===== src/rtl/pacman_gfx_pkg.sv =====
// Shared graphics constants for the Pacman sprite renderer: bitmaps,
// palette, direction encodings and the frame FSM state type.
package pacman_gfx_pkg;

    localparam logic [7:0] BM_ROWS = 8'd5;
    localparam logic [7:0] BM_COLS = 8'd5;

    // Row r is bm[r]; bit c of a row is column c, LSB = leftmost pixel.
    typedef logic [4:0][4:0] bitmap_t;

    typedef enum logic [1:0] {
        DIR_LEFT  = 2'd0,
        DIR_RIGHT = 2'd1,
        DIR_UP    = 2'd2,
        DIR_DOWN  = 2'd3
    } dir_e;

    typedef enum logic [2:0] {
        ST_IDLE = 3'd0,
        ST_LOAD = 3'd1,
        ST_DRAW = 3'd2,
        ST_NEXT = 3'd3,
        ST_FIN  = 3'd4
    } state_e;

    localparam logic [2:0] COLOR_PACMAN = 3'b110;
    localparam logic [2:0] COLOR_CLEAR  = 3'b000;

    // Element [0] is the first ghost's colour.
    localparam logic [3:0][2:0] GHOST_PALETTE = {3'b110, 3'b010, 3'b100, 3'b001};

    // Rows listed bottom (row 4) to top (row 0) so that bm[0] is the top row.
    localparam bitmap_t BM_PAC_LEFT  = {5'b00111, 5'b00011, 5'b00111, 5'b11111, 5'b01111};
    localparam bitmap_t BM_PAC_RIGHT = {5'b11111, 5'b11110, 5'b11111, 5'b01111, 5'b00111};
    localparam bitmap_t BM_GHOST     = {5'b00000, 5'b01110, 5'b01110, 5'b01010, 5'b00100};

    // Pixel lookup; anything outside the 5x5 artwork reads as clear, so
    // larger sprite windows simply get an empty border.
    function automatic logic bm_pixel(input bitmap_t bm, input logic [7:0] row,
                                      input logic [7:0] col);
        logic px;
        px = 1'b0;
        if ((row < BM_ROWS) && (col < BM_COLS)) begin
            px = bm[row[2:0]][col[2:0]];
        end
        return px;
    endfunction

endpackage


===== src/rtl/sprite_rom.sv =====
// Combinational sprite bitmap and colour lookup. Up/down Pacman are the
// transposes of left/right, obtained by swapping row and column on lookup.
module sprite_rom
    import pacman_gfx_pkg::*;
#(
    parameter int CSW = 3
) (
    input  logic [CSW-1:0] i_char_idx,
    input  logic [1:0]     i_dir,
    input  logic [7:0]     i_row,
    input  logic [7:0]     i_col,
    output logic           o_pixel,
    output logic [2:0]     o_color
);

    logic [1:0] w_ghost_ofs;

    assign w_ghost_ofs = 2'(i_char_idx) - 2'd1;

    // Select bitmap by character and orientation, and the matching colour.
    always_comb begin
        o_pixel = 1'b0;
        o_color = COLOR_PACMAN;
        if (i_char_idx == '0) begin
            case (i_dir)
                DIR_LEFT:  o_pixel = bm_pixel(BM_PAC_LEFT,  i_row, i_col);
                DIR_RIGHT: o_pixel = bm_pixel(BM_PAC_RIGHT, i_row, i_col);
                DIR_UP:    o_pixel = bm_pixel(BM_PAC_LEFT,  i_col, i_row);
                DIR_DOWN:  o_pixel = bm_pixel(BM_PAC_RIGHT, i_col, i_row);
                default:   o_pixel = 1'b0;
            endcase
        end else begin
            o_pixel = bm_pixel(BM_GHOST, i_row, i_col);
            o_color = GHOST_PALETTE[w_ghost_ofs];
        end
    end

endmodule


===== src/rtl/sprite_render_engine.sv =====
// Frame renderer: walks every character, streams one sprite pixel per
// cycle to a VGA-style plot interface, then pulses done.
//
//   state | meaning
//   IDLE  | wait for start
//   LOAD  | latch board cell of char_sel (and Pacman direction for char 0)
//   DRAW  | visit sprite pixels row-major, one per cycle
//   NEXT  | advance to next character or finish
//   FIN   | end of frame; done pulses on the following cycle
module sprite_render_engine
    import pacman_gfx_pkg::*;
#(
    parameter int NUM_CHARS     = 5,
    parameter int SPRITE_W      = 5,
    parameter int SPRITE_H      = 5,
    parameter int TILE_PITCH    = 7,
    parameter int ORIGIN_OFFSET = 1,
    parameter int TRANSPARENT   = 1,
    localparam int CSW = (NUM_CHARS > 1) ? $clog2(NUM_CHARS) : 1
) (
    input  logic                 clock_50,
    input  logic                 reset,
    input  logic                 start,
    input  logic [1:0]           pacman_dir,
    input  logic [NUM_CHARS-1:0] char_visible,
    output logic [CSW-1:0]       char_sel,
    input  logic [7:0]           char_x,
    input  logic [7:0]           char_y,
    output logic [7:0]           vga_x,
    output logic [7:0]           vga_y,
    output logic [2:0]           vga_color,
    output logic                 vga_plot,
    output logic                 busy,
    output logic                 done
);

    localparam logic [7:0]     LAST_COL  = 8'(SPRITE_W - 1);
    localparam logic [7:0]     LAST_ROW  = 8'(SPRITE_H - 1);
    localparam logic [7:0]     PITCH8    = 8'(TILE_PITCH);
    localparam logic [7:0]     OFS8      = 8'(ORIGIN_OFFSET);
    localparam logic [CSW-1:0] LAST_CHAR = CSW'(NUM_CHARS - 1);

    state_e         r_state;
    state_e         w_next_state;
    logic [CSW-1:0] r_char_sel;
    logic [7:0]     r_col;
    logic [7:0]     r_row;
    logic [7:0]     r_base_x;
    logic [7:0]     r_base_y;
    logic [1:0]     r_dir;
    logic [7:0]     r_vga_x;
    logic [7:0]     r_vga_y;
    logic [2:0]     r_vga_color;
    logic           r_vga_plot;
    logic           r_done;

    logic           w_last_pix;
    logic           w_char_vis;
    logic           w_plot;
    logic           w_rom_pixel;
    logic [2:0]     w_rom_color;
    logic [7:0]     w_pix_x;
    logic [7:0]     w_pix_y;

    assign w_last_pix = (r_col == LAST_COL) && (r_row == LAST_ROW);
    assign w_char_vis = char_visible[r_char_sel];

    // 8-bit arithmetic throughout so off-screen coordinates wrap mod 256.
    assign w_pix_x = r_base_x * PITCH8 + r_col + OFS8;
    assign w_pix_y = r_base_y * PITCH8 + r_row + OFS8;

    sprite_rom #(
        .CSW(CSW)
    ) u_rom (
        .i_char_idx (r_char_sel),
        .i_dir      (r_dir),
        .i_row      (r_row),
        .i_col      (r_col),
        .o_pixel    (w_rom_pixel),
        .o_color    (w_rom_color)
    );

    // State register.
    always_ff @(posedge clock_50) begin
        if (reset) begin
            r_state <= ST_IDLE;
        end else begin
            r_state <= w_next_state;
        end
    end

    // Next-state decode and plot qualification.
    always_comb begin
        w_next_state = r_state;
        w_plot       = 1'b0;
        case (r_state)
            ST_IDLE: if (start) w_next_state = ST_LOAD;
            ST_LOAD: w_next_state = w_char_vis ? ST_DRAW : ST_NEXT;
            ST_DRAW: begin
                w_plot = (TRANSPARENT == 0) || w_rom_pixel;
                if (w_last_pix) w_next_state = ST_NEXT;
            end
            ST_NEXT: w_next_state = (r_char_sel == LAST_CHAR) ? ST_FIN : ST_LOAD;
            ST_FIN:  w_next_state = ST_IDLE;
            default: w_next_state = ST_IDLE;
        endcase
    end

    // Character index, sprite base, direction and pixel cursor.
    always_ff @(posedge clock_50) begin
        if (reset) begin
            r_char_sel <= '0;
            r_col      <= '0;
            r_row      <= '0;
            r_base_x   <= '0;
            r_base_y   <= '0;
            r_dir      <= '0;
        end else begin
            case (r_state)
                ST_IDLE: if (start) r_char_sel <= '0;
                ST_LOAD: begin
                    r_base_x <= char_x;
                    r_base_y <= char_y;
                    r_col    <= '0;
                    r_row    <= '0;
                    if (r_char_sel == '0) r_dir <= pacman_dir;
                end
                ST_DRAW: begin
                    if (r_col == LAST_COL) begin
                        r_col <= '0;
                        r_row <= r_row + 8'd1;
                    end else begin
                        r_col <= r_col + 8'd1;
                    end
                end
                ST_NEXT: if (r_char_sel != LAST_CHAR) r_char_sel <= r_char_sel + CSW'(1);
                default: ;
            endcase
        end
    end

    // Registered pixel outputs and end-of-frame pulse.
    always_ff @(posedge clock_50) begin
        if (reset) begin
            r_vga_x     <= '0;
            r_vga_y     <= '0;
            r_vga_color <= '0;
            r_vga_plot  <= 1'b0;
            r_done      <= 1'b0;
        end else begin
            r_vga_plot <= w_plot;
            r_done     <= (r_state == ST_FIN);
            if (r_state == ST_DRAW) begin
                r_vga_x     <= w_pix_x;
                r_vga_y     <= w_pix_y;
                r_vga_color <= w_rom_pixel ? w_rom_color : COLOR_CLEAR;
            end
        end
    end

    assign char_sel  = r_char_sel;
    assign vga_x     = r_vga_x;
    assign vga_y     = r_vga_y;
    assign vga_color = r_vga_color;
    assign vga_plot  = r_vga_plot;
    assign done      = r_done;
    // Covers the whole frame plus the cycle carrying the done pulse.
    assign busy      = (r_state != ST_IDLE) || r_done;

endmodule


===== config.mk =====
export PLATFORM = sky130hd
export DESIGN_NAME = sprite_render_engine
export DESIGN_NICKNAME = d
export VERILOG_FILES = /design/src/rtl/pacman_gfx_pkg.sv /design/src/rtl/sprite_rom.sv /design/src/rtl/sprite_render_engine.sv
export SDC_FILE = /design/constraint.sdc
export NUM_CORES = 1
export LEC_CHECK = 0
export BUFFER_PORTS_ARGS = -buffer_cell sky130_fd_sc_hd__buf_2
export CAP_MARGIN = 20
export CORE_MARGIN = 10
export CORE_UTILIZATION = 59
export DETAILED_ROUTE_END_ITERATION = 7
export HOLD_SLACK_MARGIN = 0.02
export PLACE_DENSITY = 0.87
export SYNTH_ARGS = -nofsm -noshare
export SYNTH_HDL_FRONTEND = slang
export SYNTH_SLANG_ARGS = --single-unit

===== constraint.sdc =====
create_clock -name clock_50 -period 3.9 [get_ports clock_50]
set_input_delay 0 -clock clock_50 [delete_from_list [all_inputs] [get_ports clock_50]]
set_output_delay 0 -clock clock_50 [all_outputs]
set_load 0.01 [all_outputs]

==> summary.md <==
| Metric | Value |
|---|---|
| Status | `complete, no violations` |
| Worst slew margin relative to its limit | `roughly 47%` |
| Net Switching | `~0.00060 W` |
| Grt ovf | `0` |
| Largest net degree at the start of global routing | `54` |
| Seq pwr share | `between 40% and 50%` |
| Logic pwr share | `24.2%` |
| # nets final | `640` |
| R2R depth | `10` |
| Die X | `105 um` |
| Post-Synthesis Mean Instance Area | `8.47 um2` |
| Layout cell share with drive strength beyond 1 | `a little over an eighth` |
| Sw frac | `a little under a third` |
| Final RePlAce weighted congestion | `approximately 0.86` |
| RSZ-0062 raised after global routing | `false` |
| Post-Place Worst Slack | `roughly 1000 ps` |
| Worst-path fanout max | `6` |
| Sequential cell area fraction in the yosys report | `between 30% and 40%` |
| Slew at the pin closest to its max-slew limit | `around 790 ps` |
| Commonest cells after routing, fill and taps aside | `73 x dfxtp_1, 69 x nand2_1, 50 x inv_1, 50 x a21oi_1, 50 x buf_2` |
| Net Count, Synth | `579` |
| I/O pins | `51` |
| Final setup fails | `0` |
| Overall via count from detail_route | `3800` |
| Worst hold start | `char_visible[4]` |
| VDD IR-drop max | `approximately 0.2 mV` |
| Total CTS buffers | `9` |
| PD cells | `slightly below 400 nW/um2` |
| Commonest non-fill, non-tap cell in the layout | `dfxtp_1` |
| Starting density of the core | `approximately three fifths` |
| FFs w/ async S/R, synth | `0%` |
| Setup TNS | `0 ps` |
| Int Power | `roughly 0.0014 W` |
| DRC Markers | `0` |
| Seq cells post-synth | `73` |
| Port Buffers | `50` |
| Core ar. | `around 7000 um2` |
| Max cap viols | `0` |
| Row cnt | `31` |
| Leak pwr | `2.05 nW` |
| Chip Height | `approximately 110 um` |
| Vias per cell | `5.65` |
| Post-route ant nets | `0` |
| Worst setup SP type | `flop` |
| Post-CTS setup buffers | `0` |
| Period utilization | `approximately 75%` |
| Area occupied by multi-input gates | `~2600 um2` |
| Die ar. | `around 11000 um2` |
| Final Max Slew Viols | `0` |
| Post-synth EDFFs | `0` |
| Total GRT Usage | `about a fifth` |
| WS Path Type | `reg -> reg` |
| RR Endpoint | `vga_x[7]` |
| Max Root-Sink Buffers | `2` |
| Mapped cell area | `roughly 4300 um2` |
| CP Launch Point | `r_base_x[1]` |
| FF/Latch Area | `approximately 1500 um2` |
| Ys Warns | `0` |
| Fin crit period | `between 2000 and 3000 ps` |
| Total Wirelength | `10.4 mm` |
| 1st-iter DRT viols | `roughly 260` |
| CP endpoint kind | `flop` |
| Fillcell total | `524` |
| Clk pwr share | `around a third` |
| First-pass DRT Iterations | `5` |
| Worst-Skew Late Latency | `350 ps` |
| Setup ws final | `just under 1000 ps` |
| Critical Path End | `vga_x[7]` |
| Data required time of the critical path | `4130 ps` |
| Post-cts resize count | `0` |
| Clock skew | `around 7.5 ps` |
| Max Fclk | `between 300 and 400 MHz` |
| Clock Root Buffer | `clkbuf_8` |
| Routed WL per cell | `about 15 um` |
| Area grow syn2layout | `16.7%` |
| Min-delay worst type | `in -> reg` |
| Initial antenna violation count | `0` |
| Num Clock Sinks | `73` |
| Yosys cell types | `57` |
| Clock Pin Slew Worst Setup and Hold Paths | `roughly 70 ps` |
| Reg2reg setup slack | `between 900 and 1000 ps` |
| CP arrival | `approximately 3100 ps` |
| FF-to-FF Start | `r_base_x[1]` |
| Cells after Synth | `a little over 500` |
| CTS tree | `done` |
| First-pass GRT wire length | `17.8 mm` |
| CTS H-tree depth | `3` |
| Post-DP HPWL | `7.31 mm` |
| Final Hold Fails | `0` |
| Vias in the first global route | `3865` |
| Most used DFF post-synth | `dfxtp_1` |
| Diode count | `0` |
## power groups by stage
stage          sequential, W  clock, W  combinational (W)
3_3_place_gp        0.000856         0           0.000434
3_5_place_dp        0.000860         0           0.000454
2_1_floorplan       0.000851         0           0.000334
6_report            0.000844  0.000646           0.000477
5_1_grt             0.000852  0.000685           0.000538
4_1_cts             0.000843  0.000651           0.000472
## area by class of cell
cell class	count	area share [%]
inverter	51	3.81
multi-input combinational	361	51.1
sequential	73	29.1
timing repair buffer	73	9.32
tap	99	2.47
clock inverter	3	1.30
clock buffer	12	2.89
## routing by layer
metal | GRT usage, % | wire length [um] | vias to the layer above
li1 | - | - | 1845
met1 | 22.4 | 4270 | 1788
met2 | 31.8 | 5150 | 141
met3 | 5.97 | 726 | 26
met4 | 7.35 | 265 | 0
met5 | 0 | 0 | -
## cell usage after synthesis, types with 5 or more instances
cell       n  area share, %
dfxtp_1   73             34
nand2_1   69            6.0
a21oi_1   50            5.8
inv_1     50            4.4
nor2_1    32            2.8
xnor2_1   24            4.9
ha_1      23            6.7
fa_1      22             10
o21ai_0   22            2.6
clkbuf_1  21            1.8
nand2b_1   9            1.3
nand3_1    9            1.0
nand3b_1   8            1.4
nand4_1    6           0.87
nor2b_1    6           0.87
a21o_1     5           0.87
nor3_1     5           0.58
## timing repair
action,in CTS,in global routing
hold endpoints to repair,18,0
endpoints found under the setup margin,0,0
hold buffers,18,0
## worst min-delay path by stage
stage / endpoint / slack, ps / depth (start not counted)
2_1_floorplan: r_base_y[4] / 140 / 2
3_3_place_gp: r_base_x[5] / 240 / 3
3_5_place_dp: r_base_x[5] / 250 / 3
4_1_cts: r_state[0] / 90 / 4
5_1_grt: vga_y[7] / 140 / 5
6_report: r_state[0] / 100 / 4
## critical path, stage by stage, from the launching register on
cell and delay [ps]:
dfxtp_1 430, inv_1 90, fa_1 510, fa_1 510, inv_1 40, ha_1 350
a211oi_1 330, o21bai_1 120, a21oi_1 180, xnor2_1 130, a21oi_1 80
## logic make-up (layout without fill, tap and decap cells)
logic type      after synthesis  count (layout)  share of synthesized area, %
buf+inv                      74             139                          6.48
xor+xnor                     25              25                          5.09
flops                        73              73                          34.0
fa+ha+maj                    45              45                          16.9
mux                           4               4                          1.22
simple gates                171             171                          19.9
compound gates              116             116                          16.5
## per-stage QoR
step	utilization (%)	instance area, um2	std cells	hold WS [ps]	total power (W)
global placement	64.6	4630	639	240	0.00129
CTS	70.0	5020	672	94.2	0.00197
detailed placement	64.6	4630	639	247	0.00131
finish	70.0	5020	672	102	0.00197
global route	70.0	5020	672	140	0.00208
floorplan	-	4300	508	136	0.00119
(Power assumes the default switching activity.)
